<file path="src/rtl/gfx_host_bridge.sv">
// gfx_host_bridge: turns valid/ready register commands into cs/rs/wren/data bus cycles on a generated bus clock.
// Define GFX_BRIDGE_PUTCHAR_EN to expand op 10 (putchar) into three back-to-back register writes.
module gfx_host_bridge #(
    parameter int HALF_PERIOD = 25
) (
    input  logic        clk,
    input  logic        rst_n,
    input  logic        cmd_valid,
    output logic        cmd_ready,
    input  logic [1:0]  cmd_op,
    input  logic [3:0]  cmd_rs,
    input  logic [7:0]  cmd_data,
    input  logic [15:0] cmd_addr,
    output logic        rsp_valid,
    output logic [7:0]  rsp_data,
    output logic        err,
    output logic        busy,
    output logic        bus_clk,
    output logic        bus_cs_n,
    output logic [3:0]  bus_rs,
    output logic        bus_wren_n,
    output logic [7:0]  bus_data_o,
    output logic        bus_data_oe,
    input  logic [7:0]  bus_data_i
);
    localparam int W = $clog2(2 * HALF_PERIOD);
    localparam logic [W-1:0] PH_RISE = W'(HALF_PERIOD - 1);
    localparam logic [W-1:0] PH_LAST = W'(2 * HALF_PERIOD - 1);
`ifdef GFX_BRIDGE_PUTCHAR_EN
    localparam bit PUT_EN = 1'b1;
`else
    localparam bit PUT_EN = 1'b0;
`endif

    typedef enum logic {IDLE, CYCLE} state_t;
    state_t state, state_nx;

    logic [W-1:0] ph;
    logic         full, rd, launch, accept, illegal, put, last;
    logic [1:0]   h_op, step;
    logic [3:0]   h_rs, rs_nx;
    logic [7:0]   h_data, data_nx;
    logic [15:0]  h_addr;
    logic         cs_nx, wren_nx, oe_nx;

    // ph==0 is the first clk after the bus_clk fall; its closing edge is the launch tick
    assign launch    = ph == '0;
    assign cmd_ready = !full;
    assign accept    = cmd_valid && !full;
    assign illegal   = cmd_op == 2'b11 || (cmd_op == 2'b10 && !PUT_EN);
    assign put       = PUT_EN && h_op == 2'b10;
    assign last      = !put || step == 2'd2;
    assign busy      = full || state == CYCLE;

    always_ff @(posedge clk or negedge rst_n)
        if (!rst_n) state <= IDLE;
        else        state <= state_nx;

    always_comb state_nx = launch ? (full ? CYCLE : IDLE) : state;

    always_comb begin
        cs_nx   = bus_cs_n;
        wren_nx = bus_wren_n;
        oe_nx   = bus_data_oe;
        rs_nx   = bus_rs;
        data_nx = bus_data_o;
        if (launch && full) begin
            cs_nx   = 1'b0;
            wren_nx = h_op == 2'b01;
            oe_nx   = h_op != 2'b01;
            rs_nx   = !put ? h_rs : step == 2'd0 ? 4'd3 : step == 2'd1 ? 4'd4 : 4'd1;
            data_nx = last ? h_data : step == 2'd0 ? h_addr[7:0] : h_addr[15:8];
        end else if (launch) begin
            cs_nx   = 1'b1;
            wren_nx = 1'b1;
            oe_nx   = 1'b0;
        end
    end

    always_ff @(posedge clk or negedge rst_n)
        if (!rst_n) begin
            ph          <= '0;
            bus_clk     <= 1'b0;
            bus_cs_n    <= 1'b1;
            bus_wren_n  <= 1'b1;
            bus_rs      <= '0;
            bus_data_o  <= '0;
            bus_data_oe <= 1'b0;
            full        <= 1'b0;
            h_op        <= '0;
            h_rs        <= '0;
            h_data      <= '0;
            h_addr      <= '0;
            step        <= '0;
            rd          <= 1'b0;
            rsp_valid   <= 1'b0;
            rsp_data    <= '0;
            err         <= 1'b0;
        end else begin
            ph          <= ph == PH_LAST ? '0 : ph + 1'b1;
            bus_clk     <= ph == PH_RISE ? 1'b1 : ph == PH_LAST ? 1'b0 : bus_clk;
            bus_cs_n    <= cs_nx;
            bus_wren_n  <= wren_nx;
            bus_rs      <= rs_nx;
            bus_data_o  <= data_nx;
            bus_data_oe <= oe_nx;
            err         <= accept && illegal;
            rsp_valid   <= rd && ph == PH_LAST;
            if (rd && ph == PH_LAST) rsp_data <= bus_data_i;
            if (launch) rd <= full && h_op == 2'b01;
            if (launch && full) step <= last ? 2'd0 : step + 2'd1;
            if (accept && !illegal) begin
                full   <= 1'b1;
                h_op   <= cmd_op;
                h_rs   <= cmd_rs;
                h_data <= cmd_data;
                h_addr <= cmd_addr;
            end else if (launch && full && last) begin
                full <= 1'b0;
            end
        end
endmodule

</file>
<file path="config.mk">
export PLATFORM = sky130hd
export DESIGN_NAME = gfx_host_bridge
export DESIGN_NICKNAME = d
export VERILOG_FILES = /design/src/rtl/gfx_host_bridge.sv
export SDC_FILE = /design/constraint.sdc
export NUM_CORES = 1
export LEC_CHECK = 0
export CAP_MARGIN = 10
export CORE_ASPECT_RATIO = 1.75
export CORE_UTILIZATION = 30
export DETAILED_ROUTE_END_ITERATION = 6
export PLACE_DENSITY = 0.65
export SYNTH_ARGS = -nofsm -noshare
export SYNTH_HDL_FRONTEND = slang
export SYNTH_SLANG_ARGS = --single-unit
</file>
<file path="constraint.sdc">
create_clock -name clk -period 2.1 [get_ports clk]
set_input_delay 0.42 -clock clk [delete_from_list [all_inputs] [get_ports clk]]
set_output_delay 0.42 -clock clk [all_outputs]
set_load 0.01 [all_outputs]
</file>
==> results of run 1 <==
per-stage QoR:
step | total power, µW | area [µm²]
3_5_place_dp | 1460 | 2620
6_report | 2200 | 2770
2_1_floorplan | 1320 | 1990
4_1_cts | 2240 | 2770
5_1_grt | 2320 | 2770
3_3_place_gp | 1440 | 2620
worst paths after layout:
path / startpoint / endpoint / slack (ps) / cells past startpoint
hold reg to reg: bus_wren_n / bus_wren_n / 470 / 2
setup / recovery: full / busy / 220 / 2
setup reg to reg: ph[4] / bus_data_o[2] / 330 / 4
min in group clk: bus_wren_n / bus_wren_n / 470 / 2
hold / removal: rst_n / bus_data_o[3] / 140 / 1
max in group asynchronous: rst_n / h_data[4] / 1370 / 2
layout make-up:
cell class | count | area (µm²)
clock buffer | 5 | 125
clock inverter | 3 | 22.5
fill | 629 | 3720
inverter | 5 | 18.8
multi-input combinational | 73 | 686
sequential | 49 | 1230
tap | 82 | 103
timing repair buffer | 60 | 588
critical path, cell delays in order, from the launching register on:
cell             delay [ps]
dfrtp_1                 410
or2_2                   300
clkdlybuf4s50_1         470
synth_stat cells:
library cell   n
nand4_1        1
nand2_1        1
and4_1         1
nor2_1         5
nand2b_1       2
nand3_1        3
a21o_1         1
a41oi_1        1
and3_1         1
o2bb2ai_1      2
nor3_2         1
buf_12         1
a21bo_2        1
dfstp_2        2
or3_1          2
mux2_2        28
nor2b_1        3
a2bb2oi_1      1
inv_1          5
xor2_1         1
nand3b_1       1
a21oi_1        1
buf_6          3
dfrtp_1       47
xnor2_1        2
buf_2          1
o32ai_1        1
or2_2          2
nor3_1         1
ha_1           3
nor3b_1        1
clkbuf_1       2
mux2_4         6
state kept, by name, indices dropped and copies added, names as in the netlist, 2 cells and up:
| name | flops |
|---|---|
| bus_rs | 4 |
| h_rs | 4 |
| ph | 6 |
| h_data | 8 |
| rsp_data | 8 |
| h_op | 2 |
| bus_data_o | 8 |
cell usage in the layout, fill, tap and decap left out, drive strengths merged:
master         count
nand4              1
a21o               1
dfrtp             47
inv                5
o2bb2ai            2
or3                2
nand3b             1
nand2              1
nor2b              3
o32ai              1
nand3              3
clkdlybuf4s50     51
clkbuf             5
nor3b              1
nand2b             2
clkinvlp           3
or2                2
xor2               1
dfstp              2
and3               1
and4               1
ha                 3
nor3               2
a21bo              1
a2bb2oi            1
buf                9
a21oi              1
xnor2              2
mux2              34
nor2               5
a41oi              1
where the power goes:
group / leakage [µW] / internal, µW / switching, µW
Combinational: 0.000557 / 191 / 85.2
Clock: 0.0000621 / 440 / 334
Sequential: 0.000623 / 1090 / 65.4
routing by layer:
| metal | vias to the layer above | GRT usage [%] |
|---|---|---|
| met5 | - | 0 |
| li1 | 583 | - |
| met3 | 5 | 3.32 |
| met2 | 36 | 18.6 |
| met4 | 0 | 5.84 |
| met1 | 591 | 11.4 |
cell families (layout without fill, tap and decap cells):
kind of cell | Yosys count | after routing | share of synthesized area (%)
compound gates | 8 | 8 | 3.33
fa+ha+maj | 3 | 3 | 1.88
flops | 49 | 49 | 61.6
buf+inv | 12 | 73 | 4.27
mux | 34 | 34 | 20.3
simple gates | 25 | 25 | 7.28
xor+xnor | 3 | 3 | 1.32
==> run_results.csv, run 1 <==
group,metric,value,unit
global_routing,grt.total_usage,10.7,%
cts,cts_resized,0,
global_routing,grt_remaining_overflow,0,
placed_design,hpwl,2460,µm
yosys,synth.distinct_cells,33,
cells_and_area,layout-drive-gt1-share,29.7,%
die,rows,39,
cells_and_area,fin_util,42.7,%
yosys,yosysWarnings,0,
drt,final_antenna_net_count,0,
cts,path_clk_slew,60,ps
placed_design,port_buffers,52,
drt,dr_wl_met3,192,µm
yosys,yosysSeqAreaShare,61.6,%
yosys,synth_cells,134,
sta,worst_pin_slew,597,ps
critical_path,required,1680,ps
placed_design,dpl.cell_count,269,
global_routing,grt_pass1_vias,1236,
pwr,static-leakage-power,0.00124,µW
sta,slew_violations,0,
cells_and_area,area.growth.synth_to_final,39.0,%
drt,met2_length,1770,µm
job,max-cap-violations,0,
die,pin_count,69,
placed_design,place_ws,304,ps
sta,fin_crit_sh,89.5,%
cts,cts_hold_buffers,0,
sta,max_freq,0.532,GHz
global_routing,grt_pass1_wl,5680,µm
drt,drc_errors,0,
critical_path,path_class,"reg -> out",
cts,cts_setup_buffers,0,
drt,drt_iter0_drc,21,
cts,root_buffer,"clkbuf_16",
drt,wl_per_cell,12.2,µm
die,start_util,30.7,%
sta,setup_ws,221,ps
pwr,p_per_area,794,nW/µm²
worst_hold_path,hold_class,"in -> async",
sta,hold_viol,0,
sta,fin_skew,5.04,ps
global_routing,antenna_found_initial,0,
yosys,yosys.area.top_type_share,59.0,%
placed_design,gp_congestion,0.820,
cts,cts_sinks,49,
critical_path,critPathCaptureType,"primary output",
global_routing,grt_max_degree,30,
critical_path,cp-start-kind,"flip-flop",
cts,cts_buffer_depth,2,
sta,timing.final.crit_period,1880,ps
cells_and_area,n_antenna_cell,0,
cts,cts_buffers,5,
drt,vias_per_cell,4.39,
die,die_area,6990,µm²
sta,relSlewSlack,60.2,%
yosys,synth_area,1990,µm²
die,die_width,63.6,µm
yosys,avgSynthCellArea,14.9,µm²
yosys,yosys_register_bits,49,
sta,setup-tns-final,0,ps
sta,hold_slack,140,ps
drt,vias,1215,
cts,cts_tree,"built",
yosys,synth_area_leaders,"dfrtp_1 59%, mux2_2 16%, mux2_4 4.5%",
drt,wl_met1,1360,µm
cts,clk_latency,280,ps
cells_and_area,fin_nets,238,
cts,cts_htree_levels,2,
critical_path,worstPathArrival,1460,ps
die,core_area,6490,µm²
yosys,yosysTopAreaCell,"dfrtp_1",
status,status,"finished clean",
drt,first_pass_iters,3,
drt,routed_wl,3390,µm
cells_and_area,fin_cells,277,
drt,highest_layer,"met4",
critical_path,critPathMaxFanout,4,
pwr,ir_worst_vdd,0.446,mV
die,die_h,110,µm
sta,grt_setup_unrepaired,"false",
yosys,syn_nets,178,
sta,setup_viol,0,
Power figures use the tool's default switching activity.
==> run 2, diff against run 1 <==
- DONT_BUFFER_PORTS: not set -> 1
- PLACE_DENSITY: 0.65 -> 0.52
==> run 2 against run 1 <==
Worst setup slack better by 46 ps. Global-route usage is 0.70 points higher. Worst hold slack better by 140 ps. Fmax is 2.5% higher. Sequential power hardly changed. Sequential share of layout area is 10 points higher. Clock power is 4.0% higher. Wire length is 3.3% higher. Utilization is 7.9 points lower. Largest cell class unchanged.
==> run_results.csv, run 2 (synthesis results as in run 1) <==
group,metric,value,unit
placed_design,dpl.cell_count,213,
sta,grt_setup_unrepaired,"false",
critical_path,worstPathArrival,2000,ps
sta,hold_slack,282,ps
drt,wl_per_cell,15.7,µm
die,pin_count,69,
placed_design,port_buffers,0,
cells_and_area,reg.largest.list,"bus_data_o: 8 flops, h_data: 8 flops, rsp_data: 8 flops",
cts,cts_tree,"built",
cells_and_area,multiInputGateArea,686,µm²
cts,cts_buffers,5,
job,max-cap-violations,0,
critical_path,path_class,"reg -> reg",
cells_and_area,fillers,641,
die,start_util,30.7,%
cts,cts_htree_levels,2,
cts,root_buffer,"clkbuf_16",
pwr,power.internal,1690,µW
global_routing,antenna_found_initial,0,
die,die_h,110,µm
cts,cts_buffer_depth,2,
pwr,p_per_area,967,nW/µm²
die,die_area,6990,µm²
cts,clk_latency,280,ps
cells_and_area,n_antenna_cell,0,
worst_hold_path,hold_class,"in -> reg",
die,rows,39,
cts,cts_setup_buffers,0,
cts,path_clk_slew,60,ps
cells_and_area,seq_area,1230,µm²
sta,timing.final.crit_period,1830,ps
placed_design,hpwl,2460,µm
sta,fin_crit_sh,87.3,%
global_routing,grt_pass1_wl,5930,µm
sta,max_freq,0.546,GHz
cells_and_area,fin_nets,184,
global_routing,grt.total_usage,11.4,%
critical_path,r2r_slack,270,ps
critical_path,critPathMaxFanout,16,
drt,first_pass_iters,4,
drt,drc_errors,0,
critical_path,required,2270,ps
die,die_width,63.6,µm
die,core_area,6490,µm²
status,status,"finished clean",
cells_and_area,area.growth.synth_to_final,13.1,%
pwr,switching_share,22.5,%
critical_path,critPathCaptureType,"flip-flop",
pwr,static-leakage-power,0.00106,µW
sta,worst_pin_slew,466,ps
pwr,switchingPower,491,µW
sta,setup-tns-final,0,ps
cells_and_area,layout-drive-gt1-share,38.3,%
drt,final_antenna_net_count,0,
drt,drt_iter0_drc,6,
cts,cts_hold_buffers,2,
sta,slew_violations,0,
sta,hold_viol,0,
sta,relSlewSlack,68.8,%
placed_design,gp_congestion,0.718,
critical_path,cp-start-kind,"flip-flop",
placed_design,place_ws,271,ps
cells_and_area,final_cell_mix,"47 x dfrtp_1, 28 x mux2_2, 6 x mux2_4",
sta,setup_viol,0,
drt,vias,1042,
cells_and_area,fin_cells,223,
cts,cts_sinks,49,
pwr,p_comb_share,9.7,%
pwr,sequentialPowerShare,53.4,%
sta,fin_skew,5.90,ps
drt,vias_per_cell,4.67,
drt,routed_wl,3500,µm
global_routing,grt_remaining_overflow,0,
sta,setup_ws,268,ps
global_routing,grt_max_degree,50,
cts,cts_resized,0,
pwr,p_clk_share,36.9,%
pwr,ir_worst_vdd,0.529,mV
cells_and_area,mostFrequentLayoutCell,"dfrtp_1",
global_routing,grt_pass1_vias,1188,
[run 2: power by group through the flow]
stage                     Clock [µW]  Combinational [µW]  Sequential [µW]
after floorplan                    0                 163             1160
after global placement             0                 178             1170
after detailed placement           0                 189             1190
after CTS                        838                 217             1170
after global routing             873                 238             1190
final                            806                 211             1170
[run 2: worst paths after layout]
path / startpoint / endpoint / depth (start not counted)
worst max-delay path: ph[2] / bus_data_o[5] / 4
worst min-delay path: cmd_data[7] / h_data[7] / 1
worst max register to register: ph[2] / bus_data_o[5] / 4
worst min register to register: state / state / 1
max in group asynchronous: rst_n / bus_cs_n / 2
min in group asynchronous: rst_n / h_data[6] / 2
[run 2: area by class of cell]
class                      count  share of cell area [%]
sequential                    49                    54.5
multi-input combinational     73                    30.4
clock buffer                   6                    6.16
tap                           82                    4.55
timing repair buffer           6                    3.00
inverter                       5                   0.832
clock inverter                 2                   0.610
[run 2: metal layers]
metal / GRT usage (%) / vias to the layer above / part of all wire (%)
li1: - / 469 / -
met1: 11.5 / 518 / 38
met2: 19.6 / 45 / 50
met3: 3.94 / 10 / 7.7
met4: 7.63 / 0 / 4.1
met5: 0 / - / 0
[run 2: critical path: stages (launching register included)]
cell	delay (ps)
dfrtp_1	470
or3_1	400
or3_1	310
buf_4	220
mux2_4	320
[run 2: metrics by stage]
step,power [µW],area [µm²],utilization (%)
2_1_floorplan,1320,1990,-
3_3_place_gp,1350,2070,31.8
3_5_place_dp,1370,2070,31.8
4_1_cts,2220,2260,34.8
5_1_grt,2300,2260,34.8
6_report,2180,2260,34.8
==> edit (settings of run 2) <==
Set the parameter `HALF_PERIOD` to 50 (it was 25).
--- a/src/rtl/gfx_host_bridge.sv
+++ b/src/rtl/gfx_host_bridge.sv
@@ -3,3 +3,3 @@
 module gfx_host_bridge #(
-    parameter int HALF_PERIOD = 25
+    parameter int HALF_PERIOD = 50
 ) (
Behaviour: same outputs for any inputs over 10 cycles, from zero or initial values and one cycle with rst_n low; that may be too few to reach the edited logic, so the function may still have changed.
==> edit against run 2 <==
- clock skew hardly changed
- highest routed layer unchanged
- sequential share of layout area increased by 0.051 points
- cell area up 1.9%
- worst setup slack worse by 0.0038 ns
- sequential cell count increased by 1
- largest cell class unchanged
- largest power group unchanged
- wire length rose by 2.8%
- utilization rose by 0.41 points
- synthesized area rose by 2.4%
- power up 0.77%
- fmax is 0.21% lower
- cell count grew 0.45%
==> edit: results <==
metrics = {
    "yosys": {
        "synth.area.mux_share_pct": 21.0,
        "seq_area_frac_synth_pct": 61.4,
        "ys_top_cells_by_count": "48 x dfrtp_1, 27 x mux2_2, 7 x mux2_4",
        "ys_types": 32,
        "synth_xor_xnor_area_share_pct": 1.29,
        "yosys-top-cells-area": "dfrtp_1 59%, mux2_2 15%, mux2_4 5.1%, dfstp_2 2.6%, ha_1 1.8%",
        "synthesis.nets": 180,
        "synth-compound-area-share_pct": 2.88,
        "synth_fa_ha_area_share_pct": 1.84,
    },
    "min_path": {
        "holdCritStartpoint": "bus_data_i[6]",
        "hold_end": "rsp_data[6]",
    },
    "placed_design": {
        "gp_congestion": 0.589,
        "place_ws_ns": 0.266,
        "dp_hpwl_um": 2540,
        "numPortBuffers": 0,
    },
    "power": {
        "ir_drop_v": 0.000839,
        "leakage_nw": 1.08,
    },
    "sta": {
        "skew_ns": 0.00588,
        "worst_pin_slew_ns": 0.427,
    },
    "clock_network": {
        "clk_latency_ns": 0.29,
    },
    "routing": {
        "dr_total_vias": 1068,
        "dr.first_iter.drc_count": 21,
        "wl_per_cell_um": 16.1,
    },
    "grt": {
        "grtUsageTotal_pct": 11.7,
        "grt_pass1_vias": 1181,
        "grt_pass1_wl_um": 6210,
        "grt_antenna_before_repair": 0,
        "grt_max_degree": 51,
    },
    "layout": {
        "drive_gt1_share_pct": 35.9,
        "nNetsFinal": 185,
    },
    "critical_path": {
        "worstReg2RegEnd": "rsp_data[2]",
        "reg2reg_from": "ph[0]",
        "crit_fanout": 9,
        "slowest_delay_ns": 0.43,
    },
    "outcome": {
        "status": "completed",
    },
}
edit: how the worst max path moves through the flow:
stage | from | endpoint | slack (ns) | cells after the start
floorplan | ph[0] | rsp_data[0] | 0.56 | 5
global placement | ph[0] | rsp_data[7] | 0.34 | 4
detailed placement | ph[0] | rsp_data[1] | 0.27 | 4
CTS | ph[0] | rsp_data[2] | 0.25 | 4
global route | ph[0] | rsp_data[1] | 0.14 | 4
finish | ph[0] | rsp_data[2] | 0.26 | 4
edit: worst reg2reg max path, stage by stage, from the launching register on:
cell and delay, ns:
dfrtp_1 0.43, ha_1 0.28, and3_1 0.19, and3_1 0.43, mux2_2 0.39
edit: layer usage:
metal | global-route usage (%) | up-vias | wire length, um
met5 | 0 | - | 0
met3 | 3.40 | 7 | 195
met4 | 7.56 | 0 | 105
met1 | 12.5 | 548 | 1340
li1 | - | 481 | -
met2 | 19.4 | 32 | 1960
edit: power by group:
group	switching (W)	internal, W	total [W]
sequential	0.0000775	0.00110	0.00118
combinational	0.0000740	0.000130	0.000204
clock	0.000341	0.000472	0.000813
edit: area by class of cell:
class,instances,area [um^2]
inverter,6,22.5
clock inverter,2,12.5
multi-input combinational,75,724
timing repair buffer,3,45.0
fill,678,4240
clock buffer,6,139
sequential,50,1250
tap,82,103
edit: metrics by stage:
stage / total power [W] / instance area, um^2 / hold WS, ns / instances / utilization [%]
final: 0.00220 / 2300 / 0.277 / 224 / 35.2
after global routing: 0.00232 / 2300 / 0.265 / 224 / 35.2
after CTS: 0.00224 / 2300 / 0.269 / 224 / 35.2
after detailed placement: 0.00139 / 2110 / 0.126 / 214 / 32.3
after global placement: 0.00137 / 2110 / 0.126 / 214 / 32.3
after floorplan: 0.00134 / 2040 / 0.124 / 136 / -
